$ cat src/rtl/regfile_scoreboard.sv
// Integer register file with NREAD combinational read ports, one formatted write port,
// same-cycle write-to-read bypass and a per-register busy scoreboard for decode stalls.
module regfile_scoreboard #(
    parameter int XLEN  = 32,
    parameter int NREGS = 32,
    parameter int NREAD = 2,
    localparam int AW   = $clog2(NREGS)
) (
    input  logic                  clk,
    input  logic                  rst_n,
    input  logic [NREAD*AW-1:0]   rd_address,
    output logic [NREAD*XLEN-1:0] data_out,
    output logic [NREAD-1:0]      rd_busy,
    input  logic                  wr_enable,
    input  logic [AW-1:0]         wr_address,
    input  logic [XLEN-1:0]       wr_data,
    input  logic [2:0]            write_pattern,
    input  logic                  issue_valid,
    input  logic [AW-1:0]         issue_address,
    output logic [AW:0]           busy_count
);

    localparam logic [2:0] REG_WRITE_WORD          = 3'b000;
    localparam logic [2:0] REG_WRITE_BYTE_UNSIGNED = 3'b001;
    localparam logic [2:0] REG_WRITE_BYTE_SIGNED   = 3'b010;
    localparam logic [2:0] REG_WRITE_HALF_UNSIGNED = 3'b011;
    localparam logic [2:0] REG_WRITE_HALF_SIGNED   = 3'b100;
    localparam int CW = AW + 1;

    logic [XLEN-1:0]  regs [NREGS];
    logic [NREGS-1:0] busy;
    logic [NREGS-1:0] busy_next;
    logic [CW-1:0]    count_next;
    logic [XLEN-1:0]  fmt;
    logic             pattern_legal;
    logic             wr_effective;

    always_comb begin
        // NOTE: defaults before the case give every path a value, so no latch is inferred.
        // NOTE: combinational logic uses blocking '='; only clocked state uses '<='.
        fmt           = wr_data;
        pattern_legal = 1'b1;
        case (write_pattern)
            REG_WRITE_WORD:          fmt = wr_data;
            REG_WRITE_BYTE_UNSIGNED: fmt = {{(XLEN-8){1'b0}}, wr_data[7:0]};
            REG_WRITE_BYTE_SIGNED:   fmt = {{(XLEN-8){wr_data[7]}}, wr_data[7:0]};
            REG_WRITE_HALF_UNSIGNED: fmt = {{(XLEN-16){1'b0}}, wr_data[15:0]};
            REG_WRITE_HALF_SIGNED:   fmt = {{(XLEN-16){wr_data[15]}}, wr_data[15:0]};
            default:                 pattern_legal = 1'b0;
        endcase
    end

    assign wr_effective = wr_enable && (wr_address != '0) && pattern_legal;

    for (genvar i = 0; i < NREAD; i++) begin : g_read
        logic [AW-1:0] addr;
        logic          hit;
        assign addr = rd_address[i*AW +: AW];
        assign hit  = wr_effective && (wr_address == addr);
        assign data_out[i*XLEN +: XLEN] = (addr == '0) ? '0 : (hit ? fmt : regs[addr]);
        // The completing write satisfies the dependency, so it masks the busy bit.
        assign rd_busy[i] = busy[addr] && !hit;
    end

    always_comb begin
        busy_next = busy;
        if (wr_effective) busy_next[wr_address] = 1'b0;
        // Applied after the clear: a new producer replaces the one completing now.
        if (issue_valid && (issue_address != '0)) busy_next[issue_address] = 1'b1;
        count_next = '0;
        for (int r = 0; r < NREGS; r++) count_next += CW'(busy_next[r]);
    end

    always_ff @(posedge clk or negedge rst_n) begin
        if (!rst_n) begin
            // NOTE: the array is reset because every register must read 0 straight out of reset.
            for (int r = 0; r < NREGS; r++) regs[r] <= '0;
        end else if (wr_effective) begin
            regs[wr_address] <= fmt;
        end
    end

    always_ff @(posedge clk or negedge rst_n) begin
        if (!rst_n) begin
            busy       <= '0;
            busy_count <= '0;
        end else begin
            busy       <= busy_next;
            busy_count <= count_next;
        end
    end

endmodule

$ cat config.mk
export PLATFORM = sky130hd
export DESIGN_NAME = regfile_scoreboard
export DESIGN_NICKNAME = d
export VERILOG_FILES = /design/src/rtl/regfile_scoreboard.sv
export SDC_FILE = /design/constraint.sdc
export NUM_CORES = 2
export LEC_CHECK = 0
export CORE_MARGIN = 3
export CORE_UTILIZATION = 30
export DETAILED_ROUTE_END_ITERATION = 10
export SLEW_MARGIN = 0
export SYNTH_ARGS = -nofsm -noshare
export SYNTH_HDL_FRONTEND = slang
export SYNTH_SLANG_ARGS = --single-unit
$ cat constraint.sdc
create_clock -name clk -period 6.4 [get_ports clk]
set_clock_uncertainty 0.15 [all_clocks]
set_input_delay 0.64 -clock clk [delete_from_list [all_inputs] [get_ports clk]]
set_output_delay 0.64 -clock clk [all_outputs]
set_load 0.02 [all_outputs]
==> impl_metrics.env <==
export IMPL_ys_seq_area_share_pct=47.5
export IMPL_cts_tree="built"
export IMPL_ys_seq_elements=1062
export IMPL_path_clk_slew_ns=0.06
export IMPL_finalHoldViolations=0
export IMPL_slew_headroom_pct=25.3
export IMPL_p_switching_mw=6.62
export IMPL_die_h_um=438
export IMPL_ir_drop_uv=761
export IMPL_dp_cells=7193
export IMPL_yosys_cell_types_count=55
export IMPL_ant_nets=0
export IMPL_htree_levels=3
export IMPL_rsz0062_at_grt="false"
export IMPL_post_cts_setup_buffer_count=0
export IMPL_routedWlPerCell_um=26.2
export IMPL_dr_pass1_iters=7
export IMPL_dieWidth_um=438
export IMPL_grt_overflow_total=0
export IMPL_dieArea_mm2=0.192
export IMPL_via_per_inst=5.62
export IMPL_power_share_clock_pct=31.5
export IMPL_crit_required_ns=6.90
export IMPL_hpwl_um=117000
export IMPL_syn_inst=4912
export IMPL_seqPwrFrac_pct=40.3
export IMPL_cts_root_buf="clkbuf_16"
export IMPL_synth_edf_count=0
export IMPL_fillers=18100
export IMPL_start_kind="input port"
export IMPL_syn_num_nets=5002
export IMPL_crit_type="in -> reg"
export IMPL_area_growth_pct=14.7
export IMPL_p_per_area_mw_per_mm2=335
export IMPL_max_clock_path_buffers=3
export IMPL_cts_buffers=116
export IMPL_fin_util_pct=34.8
export IMPL_leakage_nw=27.3
export IMPL_drt_iter0_markers=4296
export IMPL_p_int_mw=14.9
export IMPL_drive_gt1_share_pct=25.0
export IMPL_p_comb_share_pct=28.2
export IMPL_place_ws_ns=-0.425
export IMPL_clk_insertion_delay_late_ns=0.73
export IMPL_fin_nets=4938
export IMPL_grt_pass1_vias=41800
export IMPL_cp_end_kind="flop"
export IMPL_cts_sinks=1062
export IMPL_fmax_ghz=0.165
export IMPL_tightestPinTransition_ns=1.12
export IMPL_layout_min_cycle_time_ns=6.06
export IMPL_grt_max_degree=173
export IMPL_synth_top_area_cell="dfrtp_1"
export IMPL_drcViolationCount=0
export IMPL_antenna_found_initial=5
export IMPL_finalCritPeriodShare_pct=94.7
export IMPL_grtUsageTotal_pct=20.0
export IMPL_switching_share_pct=30.8
export IMPL_coreArea_mm2=0.184
export IMPL_max_cap_violations=0
export IMPL_setup_tns_ns=0
export IMPL_synth_area_leaders="dfrtp_1 (48%), mux4_2 (19%), mux2_2 (5.3%)"
export IMPL_worst_slack_ns=0.341
export IMPL_start_util_pct=30.4
export IMPL_portBuffers=130
export IMPL_setup_violations_final=0
export IMPL_place_congestion=0.845
export IMPL_hp_class="reg -> reg"
export IMPL_crit_path_max_fanout=6
export IMPL_ioPinCount=131
export IMPL_drt_total_wl_um=194000
export IMPL_finalNonFillerCells=7405
export IMPL_num_rows=157
export IMPL_vias=41600
export IMPL_yosys_warnings=0
export IMPL_status="finished, final reports clean"
export IMPL_synthArstFlopShare_pct=100
export IMPL_synthFlopType="dfrtp_1"
export IMPL_grt_pass1_wl_um=286000
export IMPL_syn_area_mm2=0.0559
export IMPL_netlist_area_leader_share_pct=47.5
export IMPL_maxSlewViolCount=0
export IMPL_avgSynthCellArea_um2=11.4
export IMPL_cp_arrival_ns=6.56
-- final timing paths --
| path | start | to | slack [ns] | depth (start not counted) |
|---|---|---|---|---|
| worst max-delay path | write_pattern[1] | busy_count[4] | 0.34 | 20 |
| worst min-delay path | regs[1009] | regs[1009] | 0.24 | 0 |
| worst max register to register | busy[7] | busy_count[4] | 1.22 | 14 |
| worst min register to register | regs[1009] | regs[1009] | 0.24 | 0 |
| max in group asynchronous | rst_n | regs[472] | 4.10 | 3 |
| min in group asynchronous | rst_n | regs[457] | 0.46 | 2 |
-- power groups by stage --
stage | clock [mW] | combinational, mW | sequential [mW]
after floorplan | 0 | 4.23 | 8.50
after CTS | 6.87 | 6.17 | 8.62
after detailed placement | 0 | 6.14 | 8.73
after global routing | 7.13 | 6.84 | 8.78
after global placement | 0 | 6.01 | 8.64
final | 6.77 | 6.05 | 8.66
-- cells by family after synthesis --
group	count (synthesis)	share of synthesized area, %
flip-flops	1062	47.5
XOR/XNOR	13	0.204
multiplexers	803	25.4
AND/OR/NAND/NOR	1172	8.67
AO/OA/AOI/OAI	1244	12.7
adder cells (fa/ha/maj)	31	1.02
buffers and inverters	587	4.49
-- area by class of cell --
class | count | area [um2] | area share, %
timing repair buffer | 365 | 3430 | 5.34
inverter | 40 | 150 | 0.234
tap | 2464 | 3080 | 4.81
clock buffer | 165 | 3360 | 5.24
multi-input combinational | 3263 | 27000 | 42.2
antenna | 2 | 5.00 | 0.00781
sequential | 1062 | 26600 | 41.5
clock inverter | 44 | 473 | 0.738
-- cells in the mapped netlist (44+ instances only) --
cell	instances
mux2_2	261
nor2_1	297
dfrtp_1	1062
a21oi_1	250
clkbuf_1	370
buf_2	138
nand2_1	719
a211oi_1	47
o22ai_1	221
mux2i_1	76
o21ai_0	550
mux4_2	466
a22o_1	44
-- critical path, cell delays in order --
cell and delay [ns]:
clkdlybuf4s50_1 0.51, o21ai_0 0.22, buf_4 0.24, and3_1 0.23, buf_12 0.13, nand2_2 0.06, a32o_1 0.24, fa_1 0.56
inv_1 0.06, fa_1 0.50, fa_1 0.51, inv_1 0.06, fa_1 0.48, fa_1 0.55, fa_1 0.44, ha_2 0.22
fa_1 0.44, a21o_1 0.17, a21oi_1 0.17, xnor2_1 0.13
-- metrics by stage --
step                      hold WS, ns  power, mW  area (um2)
after floorplan                 0.194       12.7       55900
after global placement          0.226       14.7       60300
after detailed placement        0.234       14.9       60300
after CTS                       0.248       21.7       64100
after global routing            0.254       22.8       64100
final                           0.242       21.5       64100
-- cell usage in the layout (no fill, tap or decap), types with 30 or more instances in the layout --
cell	n
buf_4	213
inv_1	40
a21oi_1	234
a211oi_1	47
mux2_2	261
clkbuf_16	116
a31oi_1	30
mux2i_1	76
o22ai_1	221
clkdlybuf4s50_1	118
o22a_1	30
nor2b_1	38
o21ai_0	549
nor2_1	296
a22o_1	44
nor4_1	33
dfrtp_1	1062
mux4_2	466
nand2_1	697
-- routing by layer --
metal | up-vias | share of wire (%) | wire, um | global-route usage [%]
li1 | 17800 | - | - | -
met1 | 21700 | 40 | 76900 | 25.6
met2 | 1668 | 48 | 93100 | 32.8
met3 | 478 | 7.0 | 13600 | 3.77
met4 | 2 | 5.4 | 10500 | 9.19
met5 | - | 0.0067 | 13 | 0
-- sequential cells by signal, indices dropped and copies added (netlist names) --
register / cells
regs: 1024
busy: 32
busy_count: 6
-- timing repair --
action,in CTS,in global routing
hold buffers,1,0
hold endpoints to repair,84,0
gates resized for setup,0,0
(Power assumes the default switching activity.)
